==> src/rtl/pkg_dtypes.sv <==
// Shared datapath types for the front end and dispatch, including the
// instruction-queue entry format and its pointer/count widths.
package pkg_dtypes;

    localparam int LOG2_IQUEUE_DEPTH = 3;

    typedef logic [LOG2_IQUEUE_DEPTH-1:0] type_iqueue_ptr;
    typedef logic [LOG2_IQUEUE_DEPTH:0]   type_iqueue_count;

    typedef enum logic [2:0] {
        IQ_OP_ALU = 3'd0,
        IQ_OP_MUL = 3'd1,
        IQ_OP_LD  = 3'd2,
        IQ_OP_ST  = 3'd3,
        IQ_OP_BR  = 3'd4
    } type_iqueue_opclass;

    // Renamed operand block; uid tags the instruction through the backend.
    typedef struct packed {
        logic [7:0] uid;
        logic [5:0] rd;
        logic [5:0] rs1;
        logic [5:0] rs2;
    } type_iqueue_opd;

    typedef struct packed {
        type_iqueue_opclass op_class;
        logic [2:0]         funct3;
        logic [31:0]        imm;
        type_iqueue_opd     opd;
        logic [31:0]        pc;
    } type_iqueue_entry;

endpackage

==> src/rtl/iqueue_fifo_mem.sv <==
// Entry storage for the instruction queue: one synchronous write port and
// one asynchronous read port, no reset and no control logic.
module iqueue_fifo_mem #(
    parameter int LOG2_DEPTH  = 3,
    parameter int ENTRY_WIDTH = 8
) (
    input  logic                   clk,
    input  logic                   wr_en,
    input  logic [LOG2_DEPTH-1:0]  wr_addr,
    input  logic [ENTRY_WIDTH-1:0] wr_data,
    input  logic [LOG2_DEPTH-1:0]  rd_addr,
    output logic [ENTRY_WIDTH-1:0] rd_data
);

    localparam int DEPTH = 2 ** LOG2_DEPTH;

    logic [ENTRY_WIDTH-1:0] mem_reg [DEPTH];

    always_ff @(posedge clk) begin
        if (wr_en) begin
            mem_reg[wr_addr] <= wr_data;
        end
    end

    // Combinational read keeps the head visible in the same cycle (fall-through).
    assign rd_data = mem_reg[rd_addr];

endmodule

==> src/rtl/iqueue_fifo.sv <==
// Instruction queue between decode/rename and dispatch: circular buffer with
// valid/ready on both sides, flush on mispredict, occupancy and almost-full.
module iqueue_fifo
    import pkg_dtypes::*;
#(
    parameter int LOG2_DEPTH         = 3,
    parameter int ENTRY_WIDTH        = $bits(type_iqueue_entry),
    parameter int ALMOST_FULL_THRESH = (2 ** LOG2_DEPTH) - 2
) (
    input  logic                   clk,
    input  logic                   reset,
    input  logic                   i_flush,
    input  logic                   i_wr_valid,
    output logic                   o_wr_ready,
    input  logic [ENTRY_WIDTH-1:0] i_wr_entry,
    output logic                   o_rd_valid,
    input  logic                   i_rd_ready,
    output logic [ENTRY_WIDTH-1:0] o_rd_entry,
    output logic [LOG2_DEPTH:0]    o_count,
    output logic                   o_almost_full,
    output logic                   o_empty
);

    localparam logic [LOG2_DEPTH:0] DEPTH_CNT  = {1'b1, {LOG2_DEPTH{1'b0}}};
    localparam logic [LOG2_DEPTH:0] AF_THRESH  = ALMOST_FULL_THRESH[LOG2_DEPTH:0];
    localparam logic [LOG2_DEPTH:0] COUNT_ONE  = {{LOG2_DEPTH{1'b0}}, 1'b1};
    localparam logic [LOG2_DEPTH-1:0] PTR_ONE  = {{(LOG2_DEPTH-1){1'b0}}, 1'b1};

    logic [LOG2_DEPTH-1:0]  wr_ptr_reg, wr_ptr_next;
    logic [LOG2_DEPTH-1:0]  rd_ptr_reg, rd_ptr_next;
    logic [LOG2_DEPTH:0]    count_reg, count_next;
    logic                   push;
    logic                   pop;
    logic                   mem_wr_en;
    logic [ENTRY_WIDTH-1:0] mem_rd_data;

    // Ready and valid come only from the registered count, so neither side
    // sees a combinational path from the other's handshake input.
    assign o_wr_ready = (count_reg != DEPTH_CNT);
    assign o_rd_valid = (count_reg != '0);

    assign push      = i_wr_valid & o_wr_ready;
    assign pop       = o_rd_valid & i_rd_ready;
    assign mem_wr_en = push & ~i_flush;

    always_comb begin
        wr_ptr_next = wr_ptr_reg;
        rd_ptr_next = rd_ptr_reg;
        count_next  = count_reg;
        if (i_flush) begin
            wr_ptr_next = '0;
            rd_ptr_next = '0;
            count_next  = '0;
        end else begin
            if (push) begin
                wr_ptr_next = wr_ptr_reg + PTR_ONE;
            end
            if (pop) begin
                rd_ptr_next = rd_ptr_reg + PTR_ONE;
            end
            case ({push, pop})
                2'b10:   count_next = count_reg + COUNT_ONE;
                2'b01:   count_next = count_reg - COUNT_ONE;
                default: count_next = count_reg;
            endcase
        end
    end

    always_ff @(posedge clk or posedge reset) begin
        if (reset) begin
            wr_ptr_reg <= '0;
            rd_ptr_reg <= '0;
            count_reg  <= '0;
        end else begin
            wr_ptr_reg <= wr_ptr_next;
            rd_ptr_reg <= rd_ptr_next;
            count_reg  <= count_next;
        end
    end

    iqueue_fifo_mem #(
        .LOG2_DEPTH  (LOG2_DEPTH),
        .ENTRY_WIDTH (ENTRY_WIDTH)
    ) u_mem (
        .clk     (clk),
        .wr_en   (mem_wr_en),
        .wr_addr (wr_ptr_reg),
        .wr_data (i_wr_entry),
        .rd_addr (rd_ptr_reg),
        .rd_data (mem_rd_data)
    );

    // Storage is never reset, so the head is masked to zero while empty.
    assign o_rd_entry    = o_rd_valid ? mem_rd_data : '0;
    assign o_count       = count_reg;
    assign o_empty       = (count_reg == '0);
    assign o_almost_full = (count_reg >= AF_THRESH);

endmodule

==> config.mk <==
export PLATFORM = sky130hd
export DESIGN_NAME = iqueue_fifo
export DESIGN_NICKNAME = d
export VERILOG_FILES = /design/src/rtl/pkg_dtypes.sv /design/src/rtl/iqueue_fifo_mem.sv /design/src/rtl/iqueue_fifo.sv
export SDC_FILE = /design/constraint.sdc
export NUM_CORES = 1
export LEC_CHECK = 0
export CORE_ASPECT_RATIO = 0.9
export CORE_MARGIN = 8
export CORE_UTILIZATION = 35
export CTS_CLUSTER_SIZE = 12
export DETAILED_ROUTE_END_ITERATION = 16
export HOLD_SLACK_MARGIN = 0.03
export PLACE_DENSITY = 0.59
export SYNTH_ARGS = -nofsm -noshare
export SYNTH_HDL_FRONTEND = slang
export SYNTH_HIERARCHICAL = 1
export SYNTH_SLANG_ARGS = --single-unit
==> constraint.sdc <==
create_clock -name clk -period 24.4 [get_ports clk]
set_clock_uncertainty 0.15 [all_clocks]
set_input_delay 7.32 -clock clk [delete_from_list [all_inputs] [get_ports clk]]
set_output_delay 7.32 -clock clk [all_outputs]
set_load 0.1 [all_outputs]
## Word level (Yosys, flattened, before mapping)

Memories as Yosys holds them, arrays and structs flattened.
Cells that the tools add are included.

- Input bits: 101
- Bits in registers: 10
- RAM bits: 768
- Output and inout bits: 104
- Memories: 1

Memory list:

| memory | words | bits a word | rd ports | clocked after Yosys merged registers in | wr ports | line | text |
|---|---|---|---|---|---|---|---|
| u_mem.mem_reg | 8 | 96 | 1 | 0 | 1 | iqueue_fifo_mem.sv:17 | `logic [ENTRY_WIDTH-1:0] mem_reg [DEPTH];` |

- Add/sub/neg operators: 4
- Reduce and logical (&&, ||, !) cells: 5
- Muxes and demuxes: 9
- Equality and inequality tests: 3
- Magnitude comparators: 1
- Bitwise logic cells: 4

Operator list:

| kind | count |
|---|---|
| 2-to-1 mux 96 bit | 1 |
| 2-to-1 mux 3 bit | 4 |
| case mux 4 bit (2 select lines) | 1 |
| adder 3 x 1 -> 3 bit (second input constant) | 2 |
| adder 4 x 1 -> 4 bit (second input constant) | 1 |
| >= comparator 4 x 3 -> 1 bit (second input constant) | 1 |
| zero test 4 bit | 1 |
| 2-to-1 mux 4 bit | 1 |
| inequality test 4 bit (second input constant) | 1 |
| nonzero test 2 bit | 2 |
| nonzero test 4 bit | 1 |
| subtractor 4 x 1 -> 4 bit (second input constant) | 1 |
| bitwise AND 1 bit | 3 |
| nonzero test 3 bit | 1 |
| == test 2 x 1 -> 1 bit (second input constant) | 1 |
| == test 2 bit (second input constant) | 1 |
| 2-to-1 mux 1 bit | 2 |
| NOT 1 bit | 1 |

## Depth between registers and ports, before layout

Gate-level depths: netlist of the first run.

- Depth in word-level cells: 5
- Gate-level depth with buffers: 9

## Hierarchy

The synthesis of the first run kept the hierarchy.

Modules (own cells, without submodules):

| module | seq. area each (µm²) | area an instance (µm²) | cells an instance | times used |
|---|---|---|---|---|
| iqueue_fifo_mem | 23062.1 | 28884.0 | 1123 | 1 |
| iqueue_fifo | 250.2 | 1308.8 | 173 | 1 |

## Least setup slack after synthesis of the first run

No wires, ideal clock.

- Path type: in2reg
- Start point: input i_flush
- End point: memory u_mem/mem_reg[0][0] (netlist name) (enable)
- Slack: 9.328 ns
- Arrival time: 14.254 ns
- Stages on the path: 4
- Required time: 23.582 ns
- Buffers on the path: 1
- Cell sequence: clkbuf_1 > nor2_1 > nand2b_1 > nor3_1

- Longest elaborated chain between the ends: 4

Ends and longest elaborated chain:

| element | line | text |
|---|---|---|
| from (decl) | iqueue_fifo.sv:12 | `input logic i_flush,` |
| NOT 1 bit | iqueue_fifo.sv:44 | `assign mem_wr_en = push & ~i_flush;` |
| bitwise AND 1 bit | iqueue_fifo.sv:44 |  |
| named net mem_wr_en | iqueue_fifo.sv:34 | `logic mem_wr_en;` |
| 2-to-1 mux 1 bit | iqueue_fifo_mem.sv:20 | `if (wr_en) begin` |
| 2-to-1 mux 1 bit (implied by the code) | iqueue_fifo_mem.sv:21 | `mem_reg[wr_addr] <= wr_data;` |
| to (decl) | iqueue_fifo_mem.sv:17 |  |

The timed path passes the listed nets, and every way through them passes these cells.

## Worst setup path in the final report of the first run

- Start point: register rd_ptr_reg[0]
- End point: output o_rd_entry[0]

- Longest elaborated chain between the ends: 2

Ends and longest elaborated chain:

| element | line | text |
|---|---|---|
| from (decl) | iqueue_fifo.sv:30 | `logic [LOG2_DEPTH-1:0] rd_ptr_reg, rd_ptr_next;` |
| from (signal assigned) | iqueue_fifo.sv:76 | `rd_ptr_reg <= rd_ptr_next;` |
| memory read (8 x 96 bit) | -- |  |
| named net mem_rd_data[0] | iqueue_fifo.sv:35 | `logic [ENTRY_WIDTH-1:0] mem_rd_data;` |
| 2-to-1 mux 96 bit | iqueue_fifo.sv:94 | `assign o_rd_entry = o_rd_valid ? mem_rd_data : '0;` |
| to (decl) | iqueue_fifo.sv:18 | `output logic [ENTRY_WIDTH-1:0] o_rd_entry,` |

The timed path passes the listed nets, and every way through them passes these cells.

==> run metrics, run 1 <==
status finished, final reports clean; Clock transition at path regs roughly 0.060 ns; top-area cell type share of the netlist area around three quarters; Starting Density a little over a third; GRT Max-Usage Layer met2; P per Cell Area 121 nW/um^2; largest net degree at the start of global routing 97; Worst slew margin between 20% and 30%; remaining antenna violation count 0; Mapped Cells between 1000 and 1500; Yosys cell types 35; total number of vias approximately 14000; WHS Endpoint wr_ptr_reg[2]$_DFFE_PP0P_; hold_buf cts 0; max reg flops between 700 and 800; Placed Area roughly 34000 um^2; GP Congestion roughly 0.68; DRC viols 0; footprint of the multi-input gates about 6500 um^2; Worst path slowest cell clkdlybuf4s50_1; post-CTS setup buffers 0; Max Root-Sink Buffers 3; Sequential cell area 23300 um^2; crit end category primary output; most frequent cell after synthesis edfxtp_1; final setup fails 0; LEAKAGE between 10 and 15 nW; max incr delay on CP ~1.0 ns; antenna violations before repair 15; sequential share of the synthesized area 77.2%; minimum clock period between 10 and 15 ns; routing usage on met2 between 20% and 30%; GR Util met1 between 10% and 20%; max-cap viol count 0; Area Overhead vs Synth 20.0%; Slew Limit Fails 0; synth top area cells edfxtp_1, mux4_2, mux2_2; worst skew pair latency approximately 0.61 ns; drt pass-1 iters 5; ys flop type edfxtp_1; hpwl dp ~34000 um; VDD IR max ~0.11 mV; Syn. warnings 6; Post-synth EDFFs 768; met3 Track Usage GR roughly 4.2%; FILL cells between 7000 and 8000; final wirelength between 60000 and 70000 um; Total Power 0.00437 W; Setup crit start kind register; Yosys reg bits around 780; chip width around 330 um; IO Pins 205; R2R Setup Slk about 21 ns; Worst EP required ~17 ns; vias in the first global route roughly 15000; CTS buffer count 85; H-Tree Depth 3; worst flop-to-flop path endpoint u_mem/mem_reg[4][91]$_DFFE_PP_; Avg Cell Area, Syn around 23 um^2; RSZ-0062 raised after global routing no; hold path cells 2; post_cts resized 0; Worst Hold Launch wr_ptr_reg[2]$_DFFE_PP0P_; row count 102; Final TNS setup 0 ns; TritonCTS Sinks around 780; layout cell share with drive strength beyond 1 between 20% and 30%; post-layout util around 42%; total grt overflow 0; Core Area between 80000 and 90000 um^2; CP Class reg -> out; initial drt markers 945; reg-to-reg startpoint o_count[1]$_DFFE_PP0P_; critical-path cell list buf_4 > buf_4 > buf_4 > mux4_2 > mux2_2 > and2_1 > clkdlybuf4s50_1; Synth top cells by count edfxtp_1, mux4_2, and2_1, mux2_2, clkbuf_1; mapped cell area 30200 um^2; Nets ~1600; final hold violations 0; Worst Tran Pin Value between 1 and 1.5 ns; gr usage total roughly 13%; worst min-delay path class reg -> reg; CTS root buf clkbuf_16; I/O Buffers 204; Design Area, Final ~36000 um^2; wire length per cell between 20 and 25 um; dominant cell type by area after synthesis edfxtp_1; Die H between 200 and 300 um; Synth Net Count 1401; first-pass GRT wire length 97300 um; CTS tree done; vias per inst 4.93; period utilisation layout approximately 55%; R2R depth 7; Worst EP arrival approximately 6 ns; CP dominant cell by count buf_4; async set-reset flop share out of synthesis under 10%; FMAX between 70 and 80 MHz; Die ar. 95900 um^2; peak fanout along the critical path 50
## worst max path at each step
| stage | start | to | slack [ns] | depth (start not counted) |
|---|---|---|---|---|
| after floorplan | i_flush | u_mem/mem_reg[0][0]$_DFFE_PP_ | 9.33 | 4 |
| after global placement | rd_ptr_reg[0]$_DFFE_PP0P_ | o_rd_entry[0] | 11.50 | 7 |
| after detailed placement | rd_ptr_reg[0]$_DFFE_PP0P_ | o_rd_entry[0] | 11.48 | 7 |
| after CTS | rd_ptr_reg[0]$_DFFE_PP0P_ | o_rd_entry[0] | 10.79 | 7 |
| after global routing | rd_ptr_reg[0]$_DFFE_PP0P_ | o_rd_entry[72] | 10.55 | 7 |
| final | rd_ptr_reg[0]$_DFFE_PP0P_ | o_rd_entry[0] | 11.10 | 7 |
## layout make-up
cell class / instances / share of cell area (%)
Sequential cell: 778 / 64.4
Clock inverter: 39 / 1.19
Multi-Input combinational cell: 446 / 17.9
Inverter: 2 / 0.0207
Clock buffer: 110 / 6.19
Tap cell: 1144 / 3.95
Antenna cell: 8 / 0.0553
Timing Repair Buffer: 228 / 6.29
## report_power, final
part	switching [W]	internal [W]
clock	0.000500	0.000724
sequential	0.0000287	0.00152
combinational	0.00118	0.000423
total	0.00171	0.00266
## through the flow
step           std cells  worst slack (ns)  hold slack [ns]
2_1_floorplan       1296              9.33            0.367
3_3_place_gp        2598             11.50            0.390
3_5_place_dp        2598             11.48            0.421
4_1_cts             2747             10.79            0.439
5_1_grt             2748             10.55            0.476
6_report            2755             11.10            0.434
## cell usage in the layout, fill, tap and decap left out, types with 6 or more instances in the layout
cell	count
mux4_2	192
diode_2	8
nor2_1	7
clkinv_1	12
clkbuf_16	86
clkinv_2	12
nor2_4	6
dfrtp_1	7
clkdlybuf4s50_1	202
and2_1	96
edfxtp_1	768
clkbuf_1	24
buf_4	21
bufinv_16	7
mux2_2	96
## per-layer routing
| layer | vias to the layer above | wire [um] |
|---|---|---|
| met4 | 12 | 1280 |
| met1 | 7265 | 28800 |
| li1 | 5922 | - |
| met2 | 295 | 31200 |
| met3 | 99 | 4010 |
| met5 | - | 74 |
## critical path: cells and delay by family (launching register included)
kind | cells | cell delay, ns
buffers and inverters | 4 | 3.35
flip-flops | 1 | 0.78
multiplexers | 2 | 0.86
AND/OR/NAND/NOR | 1 | 0.13
## logic make-up after synthesis
group	Yosys count	share of synthesized area [%]
fa+ha+maj	4	0.166
buf+inv	72	1.51
compound gates	15	0.385
flops	778	77.2
mux	289	17.9
xor+xnor	5	0.145
simple gates	133	2.64
No activity file was read; power rests on OpenSTA's default activity.
==> run 2, diff against run 1 <==
--- a/config.mk
+++ b/config.mk
@@ -11,7 +11,7 @@
 export CTS_CLUSTER_SIZE = 12
 export DETAILED_ROUTE_END_ITERATION = 16
 export HOLD_SLACK_MARGIN = 0.03
-export PLACE_DENSITY = 0.59
+export PLACE_DENSITY = 0.61
 export SYNTH_ARGS = -nofsm -noshare
 export SYNTH_HDL_FRONTEND = slang
 export SYNTH_HIERARCHICAL = 1
==> constraint.sdc (replaced) <==
create_clock -name clk -period 10.8 [get_ports clk]
set_clock_uncertainty 0.15 [all_clocks]
set_input_delay 3.24 -clock clk [delete_from_list [all_inputs] [get_ports clk]]
set_output_delay 3.24 -clock clk [all_outputs]
set_load 0.1 [all_outputs]
==> run 2 against run 1 <==
Combinational power is 130% higher. Highest routed layer unchanged. Non-clock buffer count is 1 lower. Register-to-register slack got worse by 14 ns. Clock-buffer cell count fell by 2. Core utilization down 0.36 points. Worst setup slack got worse by 8.2 ns. Clock power increased by 110%. Power rose by 120%. Final cell count fell by 0.51%. Via count increased by 0.77%. Flip-flop and latch count unchanged.
==> run metrics, run 2 (synthesized netlist as in run 1, its figures left out) <==
Clock transition at path regs 0.06 ns; Worst EP required 7.41 ns; sequential power share 36.2%; initial drt markers 1070; P per Cell Area between 200 and 300 nW/um^2; worst min-delay path class reg -> reg; worst skew pair latency 0.61 ns; WL met1 ~29000 um; Core Area between 80000 and 90000 um^2; crit end category primary output; Worst path slowest cell clkdlybuf4s50_1; most frequent cells in the layout edfxtp_1, clkdlybuf4s50_1, mux4_2; Die ar. 95900 um^2; largest net degree at the start of global routing between 90 and 100; Sequential cell area about 23000 um^2; CP Class reg -> out; Area Overhead vs Synth 18.9%; TritonCTS Sinks between 700 and 800; metal3 WL about 4000 um; Die H a little under 300 um; drt pass-1 iters 5; Design Area, Final between 30000 and 40000 um^2; status finished, final reports clean; first-pass GRT wire length 96800 um; Placed Area 33500 um^2; critical-path cell list buf_12 > mux4_2 > mux2_2 > and2_1 > clkdlybuf4s50_1; Slew Limit Fails 0; antenna violations before repair 12; wire length per cell between 20 and 25 um; switching power between 0.003 and 0.004 W; FMAX between 100 and 150 MHz; total grt overflow 0; RSZ-0062 raised after global routing no; hold_buf cts 0; most common cell after layout, fill and taps aside edfxtp_1; Finished Layout Cells between 2000 and 3000; H-Tree Depth 3; CTS root buf clkbuf_16; Worst slew margin about 15%; CTS tree done; # placed instances 2597; combinational power share between 30 and 40%; peak fanout along the critical path 96; Worst Tran Pin Value approximately 1.3 ns; DRC viols 0; final hold slack 0.420 ns; vias in the first global route ~15000; footprint of the multi-input gates 6500 um^2; row count about 100; max-cap viol count 0; minimum clock period between 7 and 8 ns; post_cts resized 0; Clk pwr share 26.3%; FILL cells 7413; post-CTS setup buffers 0; final setup fails 0; Setup crit start kind register; period utilisation layout 73.0%; gr usage total 13.3%; final wirelength between 60000 and 70000 um; CTS buffer count 82; max reg flops 768; Starting Density between 30% and 40%; I/O Buffers between 200 and 250; Max Root-Sink Buffers 3; remaining antenna violation count 0; total number of vias about 14000; vias per inst 5.00; GP Congestion between 0.6 and 0.7; Cell Int Power roughly 0.0058 W; Final TNS setup 0 ns; layout cell share with drive strength beyond 1 a little over a quarter; CP startpoint rd_ptr_reg[0]$_DFFE_PP0P_; Worst EP arrival 4.49 ns; WL met2 a little over 30000 um; reg-to-reg startpoint o_count[1]$_DFFE_PP0P_; VDD IR max 0.481 mV; max incr delay on CP 0.99 ns; IO Pins 205; chip width 326 um; Worst Hold Launch wr_ptr_reg[2]$_DFFE_PP0P_; Max Used Layer met5; final hold violations 0; Nets about 1600; LEAKAGE approximately 11 nW; hpwl dp 35100 um; Switching Fraction roughly 39%
-- run 2: cell types whose count changed in the layout (fill, tap and decap cells not counted), sizes merged --
| cell | before | now |
|---|---|---|
| buf | 26 | 23 |
| bufinv | 7 | 1 |
| clkbuf | 110 | 108 |
| clkdlybuf4s50 | 202 | 204 |
| clkinv | 28 | 26 |
| diode | 8 | 5 |
-- run 2: stage by stage --
stage | power, W | utilization, % | setup slack, ns
floorplan | 0.00634 | - | 2.39
finish | 0.00965 | 41.9 | 2.92
global placement | 0.00721 | 39.1 | 3.53
detailed placement | 0.00723 | 39.1 | 3.53
CTS | 0.00980 | 41.9 | 2.84
global route | 0.00999 | 41.9 | 2.64
-- run 2: path summary, 6_finish.rpt --
check,cells after the start,endpoint,slack (ns)
worst max-delay path,5,o_rd_entry[3],2.92
min in group asynchronous,2,wr_ptr_reg[1]$_DFFE_PP0P_,2.78
max in group asynchronous,2,rd_ptr_reg[2]$_DFFE_PP0P_,7.39
worst max register to register,6,u_mem/mem_reg[2][66]$_DFFE_PP_,7.37
worst min register to register,2,wr_ptr_reg[2]$_DFFE_PP0P_,0.42
worst min-delay path,2,wr_ptr_reg[2]$_DFFE_PP0P_,0.42
-- run 2: power by group through the flow --
stage	Combinational, W	Sequential (W)	Clock (W)
finish	0.00362	0.00349	0.00253
global placement	0.00367	0.00355	0
floorplan	0.00278	0.00357	0
CTS	0.00368	0.00349	0.00262
detailed placement	0.00367	0.00355	0
global route	0.00377	0.00350	0.00272
-- run 2: critical path, delay by kind of cell (launching register included) --
| family | cells | cell delay [ns] |
|---|---|---|
| flip-flops | 1 | 0.94 |
| AND/OR/NAND/NOR | 1 | 0.20 |
| buffers and inverters | 2 | 1.59 |
| multiplexers | 2 | 0.86 |
-- run 2: layout make-up --
cell class / count / area share (%)
Multi-Input combinational cell: 446 / 18.1
Inverter: 2 / 0.0209
Sequential cell: 778 / 65.0
Clock buffer: 108 / 6.16
Antenna cell: 5 / 0.0348
Timing Repair Buffer: 227 / 6.27
Tap cell: 1144 / 3.99
Clock inverter: 31 / 0.488
-- run 2: routing by layer --
metal / global-route usage (%) / up-vias
met5: 0 / -
li1: - / 5907
met3: 3.58 / 120
met2: 21.4 / 327
met4: 3.45 / 10
met1: 18.1 / 7334
